[src/rtl/cpu_pkg.sv]
// Shared CPU definitions: datapath widths, opcode type, fetch FSM states
// and the tagged fetch buffer entry.
package cpu_pkg;
    localparam int XLEN  = 16;
    localparam int OPC_W = 2;

    typedef logic [OPC_W-1:0] opcode_t;

    typedef enum logic [1:0] {
        FS_BOOT  = 2'd0,
        FS_RUN   = 2'd1,
        FS_FLUSH = 2'd2
    } fetch_state_t;

    typedef struct packed {
        logic [XLEN-1:0] pc;
        logic [XLEN-1:0] instr;
    } fetch_entry_t;

    function automatic opcode_t opcode_of(input logic [XLEN-1:0] instr);
        return instr[XLEN-1 -: OPC_W];
    endfunction
endpackage

[src/rtl/fetch_fifo.sv]
// Two-entry FIFO of fetched instructions tagged with their fetch address.
// clear_i wins over push/pop in the same cycle.
module fetch_fifo
    import cpu_pkg::*;
(
    input  logic            clk,
    input  logic            reset,
    input  logic            clear_i,
    input  logic            push_i,
    input  logic [XLEN-1:0] push_pc_i,
    input  logic [XLEN-1:0] push_instr_i,
    input  logic            pop_i,
    output logic [XLEN-1:0] head_pc_o,
    output logic [XLEN-1:0] head_instr_o,
    output logic [1:0]      count_o
);
    fetch_entry_t mem_q [2];
    logic         wr_ptr_q, wr_ptr_d;
    logic         rd_ptr_q, rd_ptr_d;
    logic [1:0]   count_q, count_d;
    logic         do_push, do_pop;

    assign do_push = push_i && !clear_i;
    assign do_pop  = pop_i && !clear_i && (count_q != 2'd0);

    always_comb begin
        wr_ptr_d = wr_ptr_q;
        rd_ptr_d = rd_ptr_q;
        count_d  = count_q;
        if (clear_i) begin
            wr_ptr_d = 1'b0;
            rd_ptr_d = 1'b0;
            count_d  = 2'd0;
        end else begin
            if (do_push) wr_ptr_d = ~wr_ptr_q;
            if (do_pop)  rd_ptr_d = ~rd_ptr_q;
            count_d = count_q + {1'b0, do_push} - {1'b0, do_pop};
        end
    end

    always_ff @(posedge clk or posedge reset) begin
        if (reset) begin
            wr_ptr_q <= 1'b0;
            rd_ptr_q <= 1'b0;
            count_q  <= 2'd0;
            mem_q[0] <= '0;
            mem_q[1] <= '0;
        end else begin
            wr_ptr_q <= wr_ptr_d;
            rd_ptr_q <= rd_ptr_d;
            count_q  <= count_d;
            if (do_push) mem_q[wr_ptr_q] <= '{pc: push_pc_i, instr: push_instr_i};
        end
    end

    assign head_pc_o    = mem_q[rd_ptr_q].pc;
    assign head_instr_o = mem_q[rd_ptr_q].instr;
    assign count_o      = count_q;
endmodule

[src/rtl/instr_fetch.sv]
// Instruction fetch: issues one-cycle-latency memory reads, buffers up to two
// tagged instructions and hands them to decode with valid/ready.
module instr_fetch
    import cpu_pkg::*;
#(
    parameter logic [15:0] RESET_PC = 16'h0000
) (
    input  logic        clk,
    input  logic        reset,
    output logic        imem_req,
    output logic [15:0] imem_addr,
    input  logic [15:0] imem_rdata,
    input  logic        redirect,
    input  logic [15:0] redirect_pc,
    output logic        out_valid,
    input  logic        out_ready,
    output logic [15:0] out_instr,
    output logic [15:0] out_pc,
    output logic [1:0]  out_opcode,
    output logic [1:0]  dbg_state_o
);
    // Handshake: an instruction moves to decode on a cycle where out_valid
    // and out_ready are both high at the rising edge; out_* hold while stalled.
    fetch_state_t    state_q, state_d;
    logic [XLEN-1:0] pc_q, pc_d;
    logic [XLEN-1:0] req_addr_q, req_addr_d;
    logic            inflight_q, inflight_d;
    logic [1:0]      count;
    logic [2:0]      level;
    logic            pop;

    assign pop   = out_valid && out_ready;
    // Occupancy projected to the end of this cycle; a new request must fit.
    assign level = {1'b0, count} + {2'b00, inflight_q} - {2'b00, pop};

    always_comb begin
        imem_req   = (state_q == FS_RUN) && (level < 3'd2);
        state_d    = state_q;
        case (state_q)
            FS_BOOT:  state_d = FS_RUN;
            FS_RUN:   state_d = FS_RUN;
            FS_FLUSH: state_d = FS_RUN;
            default:  state_d = FS_BOOT;
        endcase
        pc_d       = imem_req ? pc_q + 16'd1 : pc_q;
        req_addr_d = imem_req ? pc_q : req_addr_q;
        inflight_d = imem_req;
        // A redirect kills the request issued this cycle and restarts fetch.
        if (redirect) begin
            state_d    = FS_FLUSH;
            pc_d       = redirect_pc;
            inflight_d = 1'b0;
        end
    end

    always_ff @(posedge clk or posedge reset) begin
        if (reset) begin
            state_q    <= FS_BOOT;
            pc_q       <= RESET_PC;
            req_addr_q <= RESET_PC;
            inflight_q <= 1'b0;
        end else begin
            state_q    <= state_d;
            pc_q       <= pc_d;
            req_addr_q <= req_addr_d;
            inflight_q <= inflight_d;
        end
    end

    fetch_fifo u_fifo (
        .clk          (clk),
        .reset        (reset),
        .clear_i      (redirect),
        .push_i       (inflight_q),
        .push_pc_i    (req_addr_q),
        .push_instr_i (imem_rdata),
        .pop_i        (pop),
        .head_pc_o    (out_pc),
        .head_instr_o (out_instr),
        .count_o      (count)
    );

    assign imem_addr   = pc_q;
    assign out_valid   = (count != 2'd0);
    assign out_opcode  = opcode_of(out_instr);
    assign dbg_state_o = state_q;
endmodule

[config.mk]
export PLATFORM = sky130hd
export DESIGN_NAME = instr_fetch
export DESIGN_NICKNAME = d
export VERILOG_FILES = /design/src/rtl/cpu_pkg.sv /design/src/rtl/fetch_fifo.sv /design/src/rtl/instr_fetch.sv
export SDC_FILE = /design/constraint.sdc
export NUM_CORES = 1
export LEC_CHECK = 0
export ABC_CLOCK_PERIOD_IN_PS = 3400
export CORE_MARGIN = 2
export CORE_UTILIZATION = 57
export DETAILED_ROUTE_END_ITERATION = 8
export DONT_BUFFER_PORTS = 1
export GPL_TIMING_DRIVEN = 0
export PLACE_DENSITY = 0.75
export SYNTH_ARGS = -nofsm -noshare
export SYNTH_HDL_FRONTEND = slang
export SYNTH_SLANG_ARGS = --single-unit
[constraint.sdc]
create_clock -name clk -period 3.4 [get_ports clk]
set_input_delay 0.51 -clock clk [delete_from_list [all_inputs] [get_ports clk]]
set_output_delay 0.51 -clock clk [all_outputs]
set_load 0.05 [all_outputs]
==> results of run 1 <==
registers in the layout (all words and copies together) (netlist names):
name	count
imem_addr	16
dbg_state_o	2
u_fifo.mem_q	64
inflight_q	1
u_fifo.rd_ptr_q	1
u_fifo.count_o	2
req_addr_q	16
u_fifo.wr_ptr_q	1
worst paths after layout:
path                                   start                 to  slack, ps  cells after the start
min in group clk                    redirect     dbg_state_o[1]        180                      0
hold / removal                         reset    u_fifo.mem_q[4]         50                      1
setup / recovery           u_fifo.count_o[1]           imem_req        100                      9
setup reg to reg           u_fifo.count_o[1]      req_addr_q[0]        220                     12
max in group asynchronous              reset  u_fifo.count_o[1]       2670                      2
hold reg to reg             u_fifo.mem_q[41]   u_fifo.mem_q[41]        490                      1
worst max-delay path, stage by stage, from the launching register on:
cell and delay, ps:
dfrtp_2 430, or2_4 340, nand2_4 90, inv_2 50
ha_4 220, nand2b_4 140, fa_2 600, nand2_4 80
nor3_4 290, buf_12 190
timing repair:
item,4_1_cts,5_1_grt
cloned,1,0
buffers inserted,2,6
hold endpoints to repair,0,0
hold buffers,0,0
pin swaps,3,5
gates resized for setup,3,8
endpoints found under the setup margin,9,1
layer usage:
| metal | track usage | part of all wire | up-vias |
|---|---|---|---|
| li1 | - | - | 1306 |
| met1 | 0.286 | 0.45 | 1453 |
| met2 | 0.337 | 0.48 | 64 |
| met3 | 0.0482 | 0.055 | 11 |
| met4 | 0.0821 | 0.013 | 0 |
| met5 | 0 | 0 | - |
logic make-up (layout without fill, tap and decap cells):
| family | count (synthesis) | after routing | share of synthesized area |
|---|---|---|---|
| AND/OR/NAND/NOR | 75 | 75 | 0.0950 |
| multiplexers | 118 | 118 | 0.277 |
| XOR/XNOR | 11 | 11 | 0.0202 |
| AO/OA/AOI/OAI | 19 | 19 | 0.0234 |
| flip-flops | 103 | 103 | 0.541 |
| buffers and inverters | 27 | 52 | 0.0294 |
| adder cells (fa/ha/maj) | 5 | 5 | 0.0147 |
layout by cell type, fill, tap and decap left out, types with 3 or more instances in the layout:
cell / n
nand2_1: 20
nor2_1: 7
clkbuf_8: 11
ha_1: 3
a22oi_1: 4
nor2b_1: 10
buf_2: 4
clkbuf_1: 10
nand3_1: 9
mux2_2: 109
dfrtp_1: 102
xnor2_1: 8
xor2_1: 3
mux2i_1: 8
buf_4: 13
o21ai_0: 11
inv_1: 4
nor4_1: 8
nor3_1: 4
cells in the mapped netlist, drive strengths merged, types with 3 or more instances:
cell type / n
dfrtp: 103
mux2i: 8
o21ai: 11
inv: 6
nor4: 9
nor2b: 10
clkbuf: 9
nand3: 9
nor3: 6
xnor2: 8
ha: 4
buf: 12
nor4b: 3
nand2: 22
nand4: 3
mux2: 110
a22oi: 4
nor2: 7
xor2: 3
power by group:
part	total, mW	internal [mW]	switching [mW]
Clock	0.773	0.376	0.397
Sequential	1.82	1.54	0.288
Combinational	1.42	0.460	0.955
Total	4.01	2.37	1.64
through the flow:
step                cells  cell area, sq um  utilization  hold WS, ps  TNS [ps]
detailed placement    464              4930        0.603          444     -1340
global route          488              5270        0.644         80.7     -10.1
floorplan             358              4770            -          444         0
global placement      463              4900        0.599          457    -75560
finish                488              5270        0.644         45.5         0
CTS                   482              5180        0.634         55.5         0
area by class of cell:
| cell class | instances | area, sq um | share of cell area |
|---|---|---|---|
| clock buffers | 12 | 155 | 0.0295 |
| multi-input cells | 228 | 2090 | 0.396 |
| clock inverters | 3 | 42.5 | 0.00808 |
| repair buffers | 10 | 120 | 0.0228 |
| inverters | 6 | 25.0 | 0.00475 |
| flip-flops and latches | 103 | 2580 | 0.490 |
| plain buffers | 21 | 126 | 0.0240 |
| well taps | 105 | 131 | 0.0249 |
==> flow_metrics.env, run 1 <==
export IMPL_status="completed"
export IMPL_grt_ovfl_total=0
export IMPL_grtUsageTotal=0.212
export IMPL_routed_wl_um=9210
export IMPL_pwr_density_cell_nw_per_um2=762
export IMPL_clock_latency_ps=360
export IMPL_drive_above_1_share=0.418
export IMPL_grt_antenna_before_repair=0
export IMPL_yosysTopAreaCell="dfrtp_1"
export IMPL_cp_end_kind="output port"
export IMPL_cts_buffer_depth=2
export IMPL_min_path_type="input port to async pin"
export IMPL_clock_sinks=103
export IMPL_setup_viol=0
export IMPL_grt_pass1_vias=2839
export IMPL_start_util=0.583
export IMPL_synth_seq_cells=103
export IMPL_vias=2834
export IMPL_die_h_um=95.5
export IMPL_num_rows=33
export IMPL_grt_pass1_wl_um=14600
export IMPL_port_buffers=0
export IMPL_fin_skew_ps=8.70
export IMPL_cts_tree="done"
export IMPL_fin_crit_ps=3300
export IMPL_fillers=616
export IMPL_finalPower_mw=4.01
export IMPL_max_slew_margin=0.505
export IMPL_synth_cells=358
export IMPL_post_drt_wl_per_cell_um=18.9
export IMPL_layout_nets=420
export IMPL_drc=0
export IMPL_crit_fanout=5
export IMPL_place_congestion=0.797
export IMPL_ir_drop_uv=274
export IMPL_ctsRootBufferMaster="clkbuf_8"
export IMPL_viasPerCell=5.81
export IMPL_core_sq_um=8180
export IMPL_yosys_warnings=0
export IMPL_first_pass_iters=4
export IMPL_worst_slew_pin_slew_ps=743
export IMPL_drt_iter0_markers=119
export IMPL_clkTransAtPathRegs_ps=90
export IMPL_fmax_ghz=0.303
export IMPL_place_ws_ps=-194
export IMPL_io_pins=90
export IMPL_yosysUniqueCellTypes=38
export IMPL_synth_yosys_seq_area_share=0.541
export IMPL_fin_ws_ps=95.6
export IMPL_cts_buffers=9
export IMPL_worstSetupPathType="flip-flop to output port"
export IMPL_critPathRequiredTime_ps=2890
export IMPL_synthFlopType="dfrtp_1"
export IMPL_finalCritPeriodShare=0.972
export IMPL_synthesis_nets=399
export IMPL_area_delta_synth_final_pct=10.5
export IMPL_maxCapViolCount=0
export IMPL_antenna_left=0
export IMPL_grt_max_degree=66
export IMPL_syn_cell_area_sq_um=4770
export IMPL_synth_area_leaders="dfrtp_1 (54%), mux2_2 (26%), mux2i_1 (1.7%)"
export IMPL_p_leak_nw=2.32
export IMPL_n_antenna_cell=0
export IMPL_die_w_um=95.5
export IMPL_htree_levels=3
export IMPL_cp_arrival_ps=2790
export IMPL_drv_slew=0
export IMPL_dp_hpwl_um=6280
export IMPL_die_area_sq_um=9110
export IMPL_worstSetupStartpointType="flip-flop"
export IMPL_synth_top_area_frac=0.541
export IMPL_synth_edf_count=0
export IMPL_syn_area_per_cell_sq_um=13.3
export IMPL_async_reset_ff_frac=1.00
export IMPL_finalHoldViolCount=0
No activity file was read; power rests on OpenSTA's default activity.
==> run 2, diff against run 1 <==
--- a/config.mk
+++ b/config.mk
@@ -7,11 +7,11 @@
 export LEC_CHECK = 0
 export ABC_CLOCK_PERIOD_IN_PS = 3400
 export CORE_MARGIN = 2
-export CORE_UTILIZATION = 57
+export CORE_UTILIZATION = 55
 export DETAILED_ROUTE_END_ITERATION = 8
 export DONT_BUFFER_PORTS = 1
 export GPL_TIMING_DRIVEN = 0
-export PLACE_DENSITY = 0.75
+export PLACE_DENSITY = 0.73
 export SYNTH_ARGS = -nofsm -noshare
 export SYNTH_HDL_FRONTEND = slang
 export SYNTH_SLANG_ARGS = --single-unit
==> run 2 against run 1 <==
Effect of this change: hold slack improved by 15 ps; combinational power barely moved; wire length rose by 0.34%; die area rose by 3.5%; first-iteration DRC count fell by 46%; clock skew fell by 1.1 ps; register-to-register slack got worse by 20 ps; largest power group unchanged; critical path type unchanged.
==> flow_metrics.env, run 2 (same netlist as run 1, synthesis figures left out) <==
export IMPL_max_slew_margin=0.517
export IMPL_ctsRootBufferMaster="clkbuf_8"
export IMPL_ir_drop_uv=408
export IMPL_status="completed"
export IMPL_viasPerCell=5.94
export IMPL_die_w_um=97.1
export IMPL_area_delta_synth_final_pct=9.76
export IMPL_drt_iter0_markers=64
export IMPL_clkTransAtPathRegs_ps=100
export IMPL_maxCapViolCount=0
export IMPL_port_buffers=0
export IMPL_cp_arrival_ps=2810
export IMPL_fin_skew_ps=7.64
export IMPL_cts_tree="done"
export IMPL_layout_nets=416
export IMPL_cp_end_kind="output port"
export IMPL_drv_slew=0
export IMPL_worstSetupStartpointType="flip-flop"
export IMPL_p_leak_nw=2.30
export IMPL_grt_antenna_before_repair=0
export IMPL_grtUsageTotal=0.209
export IMPL_grt_max_degree=62
export IMPL_min_path_type="input port to async pin"
export IMPL_largest_reg_flops=64
export IMPL_fillers=649
export IMPL_die_area_sq_um=9430
export IMPL_placed_cells=464
export IMPL_finalHoldViolCount=0
export IMPL_top_register="u_fifo.mem_q"
export IMPL_layout_commonest_cell="mux2_2"
export IMPL_first_pass_iters=5
export IMPL_htree_levels=3
export IMPL_antenna_left=0
export IMPL_clock_latency_ps=360
export IMPL_drive_above_1_share=0.408
export IMPL_fin_cells=485
export IMPL_clock_sinks=103
export IMPL_grt_pass1_wl_um=15600
export IMPL_io_pins=90
export IMPL_n_antenna_cell=0
export IMPL_fmax_ghz=0.302
export IMPL_grt_pass1_vias=3008
export IMPL_worstSetupPathType="flip-flop to output port"
export IMPL_drc=0
export IMPL_cts_buffers=9
export IMPL_fin_crit_ps=3320
export IMPL_cts_buffer_depth=2
export IMPL_worst_slew_pin_slew_ps=725
export IMPL_vias=2881
export IMPL_setup_viol=0
export IMPL_post_drt_wl_per_cell_um=19.1
export IMPL_crit_fanout=5
export IMPL_core_sq_um=8300
export IMPL_place_congestion=0.873
export IMPL_routed_wl_um=9240
export IMPL_finalCritPeriodShare=0.975
export IMPL_critPathRequiredTime_ps=2890
export IMPL_grt_ovfl_total=0
export IMPL_num_rows=33
export IMPL_start_util=0.574
export IMPL_die_h_um=97.1
export IMPL_layout_common_cells="mux2_2 (109), dfrtp_1 (102), nand2_1 (20)"
export IMPL_pwr_density_cell_nw_per_um2=769
export IMPL_whs_ps=60.3
export IMPL_dp_hpwl_um=6370
## run 2: cell count changes in the layout (fill, tap and decap cells not counted)
| cell | previous run | this run |
|---|---|---|
| buf_4 | 13 | 9 |
| ha_1 | 3 | 4 |
| ha_4 | 1 | 0 |
| inv_1 | 4 | 5 |
| inv_2 | 1 | 0 |
| inv_6 | 0 | 1 |
## run 2: critical path: stages, from the launching register on
cell and delay (ps):
dfrtp_2 410, or2_4 330, nand2_4 100, inv_1 40
ha_1 260, nand2b_4 150, fa_2 600, nand2_4 80
nor3_4 270, buf_12 190
## run 2: report_power, final
part | switching, mW | internal, mW | total, mW
combinational | 0.951 | 0.455 | 1.41
clock | 0.409 | 0.383 | 0.792
sequential | 0.289 | 1.54 | 1.83
total | 1.65 | 2.37 | 4.02
## run 2: cell type report
cell class | instances | area [sq um] | area share
Clock inverter | 4 | 51.3 | 0.00980
Multi-Input combinational cell | 228 | 2070 | 0.396
Clock buffer | 12 | 155 | 0.0297
Tap cell | 105 | 131 | 0.0251
Sequential cell | 103 | 2580 | 0.493
Timing Repair Buffer | 6 | 90.1 | 0.0172
Inverter | 6 | 25.0 | 0.00478
Buffer | 21 | 126 | 0.0242
## run 2: final timing paths
check | start | to | slack, ps | cells after the start
worst max-delay path | u_fifo.count_o[1] | imem_req | 80 | 9
worst min-delay path | reset | u_fifo.mem_q[4] | 60 | 1
worst max register to register | u_fifo.count_o[1] | imem_addr[11] | 200 | 11
worst min register to register | u_fifo.mem_q[19] | u_fifo.mem_q[19] | 480 | 2
max in group asynchronous | reset | u_fifo.mem_q[16] | 2670 | 2
min in group clk | redirect | dbg_state_o[1] | 170 | 0
## run 2: repair_timing
item	4_1_cts	5_1_grt
gates resized for setup	4	5
hold buffers	0	0
endpoints found under the setup margin	9	1
pin swaps	3	3
gates cloned	1	0
buffers inserted	2	2
## run 2: routing by layer
metal	GRT usage	routed length, um	vias to the layer above
li1	-	-	1310
met1	0.277	4190	1462
met2	0.324	4210	85
met3	0.0590	597	24
met4	0.0888	247	0
met5	0	0	-
## run 2: per-stage QoR
stage	utilization	setup TNS, ps	total power [mW]	cell area [sq um]	worst slack [ps]
after detailed placement	0.594	-1240	3.24	4930	-183
after floorplan	-	0	3.06	4770	78.4
after CTS	0.626	0	4.05	5190	19.6
after global placement	0.590	-81640	3.19	4900	-788
after global routing	0.630	-6.39	4.21	5230	-6.39
final	0.630	0	4.02	5230	84.5
==> run 3, diff against run 2 <==
--- a/config.mk
+++ b/config.mk
@@ -6,7 +6,7 @@
 export NUM_CORES = 1
 export LEC_CHECK = 0
 export ABC_CLOCK_PERIOD_IN_PS = 3400
-export CORE_MARGIN = 2
+export CORE_MARGIN = 1.5
 export CORE_UTILIZATION = 55
 export DETAILED_ROUTE_END_ITERATION = 8
 export DONT_BUFFER_PORTS = 1
==> run 3 against run 2 <==
Effect of this change: maximum frequency grew 0.79%; combinational power barely moved; utilization fell by 0.075 points; die area shrank 2.0%; flip-flop and latch count is the same; highest routed layer unchanged; global-route usage rose by 0.90 points; largest cell class unchanged; hold slack got worse by 38 ps; critical path depth unchanged.
==> flow_metrics.env, run 3 (same netlist as run 1, synthesis figures left out) <==
export IMPL_largest_reg_flops=64
export IMPL_status="completed"
export IMPL_timing_setup_tns_ps=0
export IMPL_seq_area_sq_um=2580
export IMPL_grtUsageTotal=0.218
export IMPL_drc=0
export IMPL_grt_pass1_vias=2898
export IMPL_ir_drop_uv=352
export IMPL_cts_buffers=9
export IMPL_max_slew_margin=0.470
export IMPL_fin_area_sq_um=5230
export IMPL_path_cells="or2_4, nand2_4, inv_2, ha_4, nand2b_4, fa_2, nand2_4, nor3_4, buf_12"
export IMPL_start_util=0.574
export IMPL_layout_nets=419
export IMPL_core_sq_um=8300
export IMPL_num_rows=33
export IMPL_multiInputGateArea_sq_um=2090
export IMPL_critPathTopFamily="simple AND/OR/NAND/NOR gates"
export IMPL_max_stage_delay_ps=610
export IMPL_fin_cells=488
export IMPL_pwr_share_comb=0.362
export IMPL_cts_tree="done"
export IMPL_routed_wl_um=9320
export IMPL_place_ws_ps=-209
export IMPL_cts_hold_buf=0
export IMPL_switching_power_mw=1.64
export IMPL_clock_sinks=103
export IMPL_cts_buffer_depth=2
export IMPL_die_w_um=96.1
export IMPL_ctsRootBufferMaster="clkbuf_8"
export IMPL_htree_levels=3
export IMPL_fin_skew_ps=7.87
export IMPL_grt_pass1_wl_um=14900
export IMPL_worstSetupPathType="flip-flop to output port"
export IMPL_worstSetupStartpointType="flip-flop"
export IMPL_place_congestion=0.740
export IMPL_finalHoldViolCount=0
export IMPL_antenna_left=0
export IMPL_finalCritPeriodShare=0.968
export IMPL_swShare=0.420
export IMPL_die_area_sq_um=9240
export IMPL_worst_slew_pin_slew_ps=794
export IMPL_placed_cell_area_sq_um=4930
export IMPL_dp_hpwl_um=6290
export IMPL_setup_viol=0
export IMPL_post_drt_wl_per_cell_um=19.1
export IMPL_p_leak_nw=2.29
export IMPL_top_register="u_fifo.mem_q"
export IMPL_port_buffers=0
export IMPL_drt_iter0_markers=114
export IMPL_fmax_ghz=0.304
export IMPL_p_int_mw=2.26
export IMPL_vias=2891
export IMPL_maxCapViolCount=0
export IMPL_n_antenna_cell=0
export IMPL_power_frac_seq=0.467
export IMPL_viasPerCell=5.92
export IMPL_clock_latency_ps=360
export IMPL_min_path_type="input port to async pin"
export IMPL_layout_commonest_cell="mux2_2"
export IMPL_crit_fanout=5
export IMPL_clkPwrFrac=0.171
export IMPL_grt_max_degree=71
export IMPL_placed_cells=464
export IMPL_drive_above_1_share=0.415
export IMPL_layout_common_cells="mux2_2 (109), dfrtp_1 (102), nand2_1 (20)"
export IMPL_cp_end_kind="output port"
export IMPL_critPathSlowestCell="fa_2"
export IMPL_fin_ws_ps=110
export IMPL_finalPower_mw=3.91
export IMPL_clkTransAtPathRegs_ps=100
export IMPL_area_delta_synth_final_pct=9.63
export IMPL_drv_slew=0
export IMPL_io_pins=90
export IMPL_path_buf_inv=2
export IMPL_cp_arrival_ps=2780
export IMPL_die_h_um=96.1
export IMPL_critPathRequiredTime_ps=2890
export IMPL_fillers=662
export IMPL_rsz0062_at_grt="no"
export IMPL_crit_top_cell="nand2_4"
export IMPL_fin_crit_ps=3290
export IMPL_pwr_density_cell_nw_per_um2=747
export IMPL_first_pass_iters=4
export IMPL_grt_antenna_before_repair=0
export IMPL_grt_ovfl_total=0
[run 3: what timing repair did]
action | in CTS | in global routing
pin swaps | 2 | 5
endpoints found under the setup margin | 9 | 1
buffers inserted | 3 | 4
gates resized for setup | 6 | 5
gates cloned | 1 | 0
endpoints found under the hold margin | 0 | 0
[run 3: final cells by class]
| type | instances | share of cell area |
|---|---|---|
| Clock inverter | 5 | 0.00646 |
| Buffer | 21 | 0.0242 |
| Sequential cell | 103 | 0.493 |
| Inverter | 6 | 0.00479 |
| Clock buffer | 11 | 0.0251 |
| Timing Repair Buffer | 9 | 0.0215 |
| Tap cell | 105 | 0.0251 |
| Multi-Input combinational cell | 228 | 0.399 |
[run 3: layer usage]
| layer | part of all wire | global-route usage | wire length, um | vias to the layer above |
|---|---|---|---|---|
| met5 | 0 | 0 | 0 | - |
| met4 | 0.012 | 0.0662 | 108 | 0 |
| met3 | 0.070 | 0.0632 | 652 | 9 |
| met2 | 0.48 | 0.344 | 4510 | 88 |
| met1 | 0.43 | 0.291 | 4050 | 1479 |
| li1 | - | - | - | 1315 |
[run 3: per-stage QoR]
stage	util	hold WS [ps]
floorplan	-	444
global placement	0.590	456
detailed placement	0.594	418
CTS	0.622	19.9
global route	0.630	31.4
finish	0.630	22.6
[run 3: power groups by stage]
stage               clock network [mW]  registers (mW)  logic [mW]
floorplan                            0            1.78        1.28
global placement                     0            1.83        1.37
finish                           0.669            1.82        1.41
detailed placement                   0            1.85        1.39
CTS                              0.689            1.82        1.41
global route                     0.744            1.87        1.48
[run 3: path summary, 6_finish.rpt]
| kind | startpoint | to | slack (ps) | cells past startpoint |
|---|---|---|---|---|
| max in group asynchronous | reset | u_fifo.count_o[1] | 2680 | 2 |
| hold / removal | reset | u_fifo.mem_q[4] | 20 | 1 |
| hold reg to reg | u_fifo.mem_q[41] | u_fifo.mem_q[41] | 500 | 1 |
| setup / recovery | u_fifo.count_o[1] | imem_req | 110 | 9 |
| setup reg to reg | u_fifo.count_o[1] | imem_addr[11] | 200 | 11 |
| min in group clk | redirect | dbg_state_o[1] | 170 | 0 |
